===== config.mk =====
export PLATFORM = sky130hd
export DESIGN_NAME = event_tx_fifo
export DESIGN_NICKNAME = d
export VERILOG_FILES = /design/src/rtl/event_tx_fifo.sv
export SDC_FILE = /design/constraint.sdc
export NUM_CORES = 1
export LEC_CHECK = 0
export CORE_ASPECT_RATIO = 2
export CORE_MARGIN = 2
export CORE_UTILIZATION = 57
export CTS_CLUSTER_SIZE = 28
export DETAILED_ROUTE_END_ITERATION = 8
export PLACE_DENSITY = 0.81
export SLEW_MARGIN = 30
export SYNTH_ARGS = -nofsm -noshare
export SYNTH_HDL_FRONTEND = slang
export SYNTH_SLANG_ARGS = --single-unit

===== constraint.sdc =====
create_clock -name clk -period 4.61 [get_ports clk]
set_input_delay 0.922 -clock clk [delete_from_list [all_inputs] [get_ports clk]]
set_output_delay 0.922 -clock clk [all_outputs]
set_load 0.01 [all_outputs]

===== src/rtl/event_tx_fifo.sv =====
// event_tx_fifo: buffers filtered spike events and presents them one at a time on a valid/ack handshake.
// Optional EVENT_TX_COALESCE_EN merges a repeated (x,y) into the newest still-queued entry.
module event_tx_fifo #(
  parameter int COORD_BITS  = 8,
  parameter int IN_CHANNELS = 4,
  parameter int IMG_WIDTH   = 16,
  parameter int IMG_HEIGHT  = 16,
  parameter int FIFO_DEPTH  = 8,
  localparam int AW = $clog2(FIFO_DEPTH),
  localparam int CW = AW + 1
) (
  input  logic                   clk,
  input  logic                   rst_n,
  input  logic                   in_valid,
  output logic                   in_ready,
  input  logic [COORD_BITS-1:0]  in_x,
  input  logic [COORD_BITS-1:0]  in_y,
  input  logic [IN_CHANNELS-1:0] in_spikes,
  output logic [COORD_BITS-1:0]  event_out_x,
  output logic [COORD_BITS-1:0]  event_out_y,
  output logic [IN_CHANNELS-1:0] event_out_spikes,
  output logic                   event_valid,
  input  logic                   event_ack,
  output logic [CW-1:0]          fifo_count,
  output logic                   overflow,
  output logic [15:0]            drop_count,
  input  logic                   clr_stats
);
  typedef enum logic [1:0] {IDLE, SEND, GAP} state_t;
  localparam logic [COORD_BITS:0] W_LIM = (COORD_BITS+1)'(IMG_WIDTH);
  localparam logic [COORD_BITS:0] H_LIM = (COORD_BITS+1)'(IMG_HEIGHT);
  logic [COORD_BITS-1:0]  r_mem_x [FIFO_DEPTH];
  logic [COORD_BITS-1:0]  r_mem_y [FIFO_DEPTH];
  logic [IN_CHANNELS-1:0] r_mem_s [FIFO_DEPTH];
  logic [AW-1:0]          r_wr_ptr, r_rd_ptr;
  logic [CW-1:0]          r_count;
  logic [COORD_BITS-1:0]  r_out_x, r_out_y;
  logic [IN_CHANNELS-1:0] r_out_s;
  logic                   r_ovf;
  logic [15:0]            r_drop;
  state_t                 r_state, w_next;
  logic w_full, w_in_range, w_nz, w_accept, w_coalesce, w_push, w_pop, w_load, w_drop, w_full_drop;
  assign w_full      = r_count == CW'(FIFO_DEPTH);
  assign w_in_range  = ({1'b0, in_x} < W_LIM) && ({1'b0, in_y} < H_LIM);
  assign w_nz        = |in_spikes;
  assign w_accept    = in_valid && !w_full && w_nz && w_in_range;
  assign w_full_drop = in_valid && w_nz && w_full;
  assign w_drop      = in_valid && w_nz && (w_full || !w_in_range);
`ifdef EVENT_TX_COALESCE_EN
  logic [AW-1:0] w_last;
  assign w_last = r_wr_ptr - 1'b1;
  // The head is untouchable outside GAP: it is either being loaded or already presented.
  assign w_coalesce = w_accept && r_count != '0 && r_mem_x[w_last] == in_x &&
                      r_mem_y[w_last] == in_y && !(w_last == r_rd_ptr && r_state != GAP);
`else
  assign w_coalesce = 1'b0;
`endif
  assign w_push = w_accept && !w_coalesce;
  always_comb begin
    w_load = r_state == IDLE && r_count != '0;
    w_pop  = r_state == SEND && event_ack;
    w_next = w_load ? SEND : w_pop ? GAP : r_state == GAP ? IDLE : r_state;
  end
  always_ff @(posedge clk or negedge rst_n) begin
    if (!rst_n) begin
      r_state  <= IDLE;
      r_wr_ptr <= '0;
      r_rd_ptr <= '0;
      r_count  <= '0;
      r_out_x  <= '0;
      r_out_y  <= '0;
      r_out_s  <= '0;
      r_ovf    <= 1'b0;
      r_drop   <= '0;
    end else begin
      r_state  <= w_next;
      r_wr_ptr <= r_wr_ptr + AW'(w_push);
      r_rd_ptr <= r_rd_ptr + AW'(w_pop);
      r_count  <= r_count + CW'(w_push) - CW'(w_pop);
      if (w_load) begin
        r_out_x <= r_mem_x[r_rd_ptr];
        r_out_y <= r_mem_y[r_rd_ptr];
        r_out_s <= r_mem_s[r_rd_ptr];
      end
      r_ovf  <= clr_stats ? 1'b0 : r_ovf | w_full_drop;
      r_drop <= clr_stats ? '0 : (w_drop && r_drop != '1) ? r_drop + 16'd1 : r_drop;
    end
  end
  always_ff @(posedge clk) begin
    if (w_push) begin
      r_mem_x[r_wr_ptr] <= in_x;
      r_mem_y[r_wr_ptr] <= in_y;
      r_mem_s[r_wr_ptr] <= in_spikes;
    end
`ifdef EVENT_TX_COALESCE_EN
    if (w_coalesce) r_mem_s[w_last] <= r_mem_s[w_last] | in_spikes;
`endif
  end
  assign in_ready         = !w_full;
  assign event_valid      = r_state == SEND;
  assign event_out_x      = r_out_x;
  assign event_out_y      = r_out_y;
  assign event_out_spikes = r_out_s;
  assign fifo_count       = r_count;
  assign overflow         = r_ovf;
  assign drop_count       = r_drop;
endmodule


# Word level (Yosys, flattened, before mapping)
# Memories as Yosys holds them, arrays and structs flattened. A register that Yosys moved wholly into a read port is not among the register bits.
# Index checks and enable logic that the tools add are counted.
[totals]
ff_bits = 29
ram_bits = 160
inputBits = 25
output_inout_bits = 43
elab_cells = 50
mem_count = 3
[op_classes]
n_addsub = 5
n_lt_le_gt_ge = 2
n_eq_ne = 4
n_mux = 8
bitwise_logic = 1
n_reduce_logical = 21
[memory_table]
columns = ["memory", "depth", "word_bits", "read_ports", "rd_clocked_by_memory_dff", "wr", "line", "rtl"]
rows = [
  ["r_mem_x", 8, 8, 1, 1, 1, "32", "logic [COORD_BITS-1:0] r_mem_x [FIFO_DEPTH];"],
  ["r_mem_y", 8, 8, 1, 1, 1, "33", "logic [COORD_BITS-1:0] r_mem_y [FIFO_DEPTH];"],
  ["r_mem_s", 8, 4, 1, 1, 1, "34", "logic [IN_CHANNELS-1:0] r_mem_s [FIFO_DEPTH];"],
]
[op_table]
columns = ["operator", "n"]
rows = [
  ["$mux 16", 2],
  ["$add 16x1->16 const B", 1],
  ["$lt 8x5->1 const B", 2],
  ["$ne 16x16->1 const B", 1],
  ["$logic_and 1x1->1", 10],
  ["$add 3x1->3", 2],
  ["$mux 2", 3],
  ["$logic_not 1->1", 5],
  ["$add 4x1->4", 1],
  ["$eq 4x4->1 const B", 1],
  ["$reduce_bool 4->1", 1],
  ["$reduce_or 4->1", 1],
  ["$sub 4x1->4", 1],
  ["$mux 1", 3],
  ["$reduce_bool 3->1", 1],
  ["$eq 2x1->1 const B", 1],
  ["$eq 2x2->1 const B", 1],
  ["$logic_not 2->1", 1],
  ["$reduce_bool 2->1", 1],
  ["$logic_or 1x1->1", 1],
  ["$or 1x1->1", 1],
]

# Logic depth before layout (Yosys ltp)
[depth]
ltp_word = 8
ltp_mapped = 11
depth_no_buf = 11

# Worst setup path before layout
# OpenSTA, ideal clock, no wires.
[synth_timing]
kind = "input to register"
from = "in in_x[6]"
to = "mem r_mem_s[0][0], enable pin"
setup_ns = 0.422
arrival_ns = 2.921
required_ns = 4.188
slack_ns = 1.267
path_stages = 5
n_path_buf = 0
path_cell_list = "nor4_1 > nand4_1 > inv_1 > nand2b_1 > nor3_1"
[synth_via]
elab_chain_cells = 5
[synth_rtl]
columns = ["element", "line", "rtl"]
rows = [
  ["start: declaration", "16", "input logic [COORD_BITS-1:0] in_x,"],
  ["$lt 8x5->1", "44", "assign w_in_range = ({1'b0, in_x} < W_LIM) && ({1'b0, in_y} < H_LIM);"],
  ["$logic_and 1x1->1", "44", ""],
  ["$logic_and 1x1->1", "46", "assign w_accept = in_valid && !w_full && w_nz && w_in_range;"],
  ["$mux 1", "90", "if (w_push) begin"],
  ["$mux 1 (implied by the code)", "93", "r_mem_s[r_wr_ptr] <= in_spikes;"],
  ["end: declaration", "34", ""],
]
# No other way between the ends.

# Final worst setup path
[layout_timing]
from = "reg r_count[2] (netlist: fifo_count[2])"
to = "out in_ready"
[layout_via]
elab_chain_cells = 2
[layout_rtl]
columns = ["element", "line", "rtl"]
rows = [
  ["start: declaration", "36", "logic [CW-1:0] r_count;"],
  ["start signal: assignment", "79", "r_count <= r_count + CW'(w_push) - CW'(w_pop);"],
  ["$eq 4x4->1", "43", "assign w_full = r_count == CW'(FIFO_DEPTH);"],
  ["$logic_not 1->1", "99", "assign in_ready = !w_full;"],
  ["end: declaration", "15", "output logic in_ready,"],
]
# No other way between the ends.

==> run metrics <==
run status=finished clean; instance area after placement=9350 sq um; Syn-to-layout area delta=18.5%; overall power of the completed layout=5.12 mW; clock-pin slew reported for the worst setup and hold paths after clock tree synthesis=approximately 0.070 ns; terminus of the critical flop-to-flop path=event_out_y[1]; Register Area=6030 sq um; data required time at the worst endpoint=3.69 ns; count of antenna-violating nets left after detailed routing=0; TritonCTS clock tree=yes; CTS H-Tree Depth=1; layer with the highest usage after global routing=met2; post-route clock skew=about 0.019 ns; syn avg cell area=17.7 sq um; Die Y-Extent=175 um; overall die width=between 80 and 90 um; pre-CTS worst setup slack=1.12 ns; Synth top area share=57.5%; count of instances resized after the clock tree is built=0; vias per std cell=6.05; crit path time final=just over 3 ns; top-level I/O count=slightly below 70; Maximum Capacitance Violations=0; chain of cells forming the critical path=inv_1 -> ha_1 -> nor3b_2 -> inv_1 -> clkdlybuf4s50_1; post-CTS setup buffer count=0; max frequency=323 MHz; initial antenna violation count=0; tightest hold margin=around 0.49 ns; routed len/inst=about 22 um; share of final-layout standard cells stronger than drive strength 1=between 10% and 20%; fillers=between 900 and 1000; Final Worst Setup Slack=1.52 ns; synth warn=0; internal reg-to-reg setup slack=~2.2 ns; Worst Reg2Reg Path Length in Cells=4; met1 global-route usage=approximately 28%; startpoint class of the critical path=flop; maximum ir drop on the vdd rail=roughly 350 uV; synthesized netlist cell count=about 470; static leakage power=3.50 nW; net count after synthesis=509; Std-Cell Core Area=~14000 sq um; max-slew violation total from the final report=0; instance count along the most critical hold path=2; Primary FF master, synth=sky130_fd_sc_hd__edfxtp_1; multi-input logic area=2190 sq um; GRT Util Overall=22.7%; maximum clock path buffer count=3; total setup violations reported at the end of the flow=0; number of buffers inserted during clock tree synthesis=18; number of rows created at floorplan=62; highest-delay cell along the critical path=sky130_fd_sc_hd__clkdlybuf4s50_1; final standard cell area without fillers=9900 sq um; FFs w/ async S/R, synth=roughly a quarter; global-route wire length before repair=26400 um; met3 Usage GRT=between 3 and 4%; vias in the first global route=4906; iteration-0 DRC count of the detailed router=379; starting density of the core=58.2%; register area share after synthesis=just over 70%; wire length reported by the detailed router=17200 um; class of the worst hold path=flop to flop; Post-route DRC=0; Final Core Density=approximately 69%; clock root buffer=sky130_fd_sc_hd__clkbuf_16; Worst Min Path Start=event_out_x[6]; portion of the clock cycle consumed by the worst path in the final layout=67.1%; worst slew margin relative to its limit=44.6%; clock network latency to the later pin of the worst-skew pair=0.49 ns; Detail Placement HPWL=about 11000 um; Worst Hold End=event_out_x[6]; post-synthesis instance area=8360 sq um; source of the worst register-to-register timing path=r_rd_ptr[0]; post-route insts no fill=764; total clock sinks=209; data arrival at the endpoint of the critical path=2.17 ns; pin slew with the least headroom to its limit=0.831 ns; largest net degree at the start of global routing=42; Antenna Diode Count=0; Buf/Inv on CP=3; most prevalent standard cell on the critical path=sky130_fd_sc_hd__inv_1; cell total after placement=approximately 730; number of flops mapped to enable cells by yosys=160; cell accounting for the most synthesized area=sky130_fd_sc_hd__edfxtp_1; 1st-pass router iterations=5; global route overflow=0; family of cells with the greatest summed delay on the critical path=buffers and inverters; largest cells by area after synthesis=sky130_fd_sc_hd__edfxtp_1, sky130_fd_sc_hd__dfrtp_1, sky130_fd_sc_hd__mux4_2, sky130_fd_sc_hd__mux2i_1, sky130_fd_sc_hd__ha_1; M2 GR Usage=around 40%; final net count=~600; pwr/cell area=517 nW/um^2; Setup Crit Path Kind=flop to output pin; gpl congestion=about 0.80; count of distinct cell types in the synthesized netlist=42; post-synthesis sequential element count=about 210; Crit path largest cell delay=0.52 ns; type of destination of the critical path=output pin; commonest cells in the synthesized netlist=sky130_fd_sc_hd__edfxtp_1, sky130_fd_sc_hd__dfrtp_1, sky130_fd_sc_hd__mux4_2; Total Negative Setup Slacks=0 ns; RSZ-0062 raised after global routing=false; number of hold-repair buffers added at the cts stage=0; via total after detailed routing=4625; cell with the most instances after synthesis=sky130_fd_sc_hd__edfxtp_1; full die area=15700 sq um; total of buffers placed on input and output ports=67; count of endpoints failing hold in the final timing report=0; maximum fanout along the worst path=3
[worst max-delay path by stage]
stage,depth (start not counted),to,slack (ns),from
detailed placement,5,drop_count[12],1.12,in_x[7]
global placement,7,r_mem_x[4][5],1.22,in_spikes[3]
floorplan,5,r_mem_s[0][0],1.27,in_x[6]
CTS,5,in_ready,1.49,fifo_count[2]
global route,5,in_ready,1.45,fifo_count[2]
finish,5,in_ready,1.52,fifo_count[2]
[flip-flops by register name (all words and copies together) (netlist names), 2 cells and up]
name / flops
r_wr_ptr: 3
event_out_y: 8
r_rd_ptr: 3
r_mem_y: 64
r_mem_s: 32
event_out_spikes: 4
r_state: 2
event_out_x: 8
drop_count: 16
fifo_count: 4
r_mem_x: 64
[routing by layer]
| metal | share of wire, % | wire (um) |
|---|---|---|
| met1 | 36 | 6190 |
| met4 | 2.7 | 456 |
| met2 | 56 | 9670 |
| met5 | 0 | 0 |
| met3 | 5.0 | 850 |
[worst min-delay path, stage by stage, from the launching register on]
cell	delay (ns)
sky130_fd_sc_hd__dfrtp_1	0.35
sky130_fd_sc_hd__nand2_1	0.05
sky130_fd_sc_hd__o21ai_1	0.06
[cell type report]
class / count / share of cell area, %
multi-input combinational: 227 / 22.1
inverter: 15 / 0.568
timing repair buffer: 89 / 8.39
tap: 192 / 2.43
sequential: 209 / 60.9
clock inverter: 12 / 1.02
clock buffer: 20 / 4.62
[layout by cell type (no fill, tap or decap), types with 4 or more instances in the layout]
| master | n |
|---|---|
| sky130_fd_sc_hd__mux4_2 | 40 |
| sky130_fd_sc_hd__nand3_1 | 6 |
| sky130_fd_sc_hd__a21oi_1 | 11 |
| sky130_fd_sc_hd__nor2b_1 | 4 |
| sky130_fd_sc_hd__nand4_1 | 5 |
| sky130_fd_sc_hd__ha_1 | 11 |
| sky130_fd_sc_hd__nor4_1 | 8 |
| sky130_fd_sc_hd__inv_1 | 15 |
| sky130_fd_sc_hd__nand2_1 | 31 |
| sky130_fd_sc_hd__clkdlybuf4s50_1 | 66 |
| sky130_fd_sc_hd__or4_1 | 11 |
| sky130_fd_sc_hd__edfxtp_1 | 160 |
| sky130_fd_sc_hd__mux2_1 | 4 |
| sky130_fd_sc_hd__mux2i_1 | 22 |
| sky130_fd_sc_hd__nor2_1 | 13 |
| sky130_fd_sc_hd__buf_4 | 22 |
| sky130_fd_sc_hd__clkbuf_16 | 18 |
| sky130_fd_sc_hd__o31ai_1 | 8 |
| sky130_fd_sc_hd__dfrtp_1 | 48 |
| sky130_fd_sc_hd__o21ai_0 | 15 |
| sky130_fd_sc_hd__o21ai_1 | 8 |
| sky130_fd_sc_hd__clkinv_2 | 5 |
[report_power, final]
group | switching [mW] | internal (mW) | total [mW]
Clock | 0.646 | 0.782 | 1.43
Sequential | 0.150 | 2.17 | 2.32
Combinational | 0.652 | 0.724 | 1.38
Total | 1.45 | 3.67 | 5.12
[cells by family (layout without fill, tap and decap cells)]
| family | Yosys count | count (layout) | synth area share, % |
|---|---|---|---|
| DFF | 209 | 209 | 72.2 |
| and+or+nand+nor | 96 | 96 | 6.08 |
| muxes | 66 | 66 | 14.0 |
| AOI/OAI and AO/OA | 49 | 49 | 3.64 |
| buffers and inverters | 36 | 136 | 1.86 |
| adders and majority gates | 12 | 12 | 1.89 |
| xor gates and xnor gates | 4 | 4 | 0.419 |
Note: power is estimated with default switching activity, not from simulation.
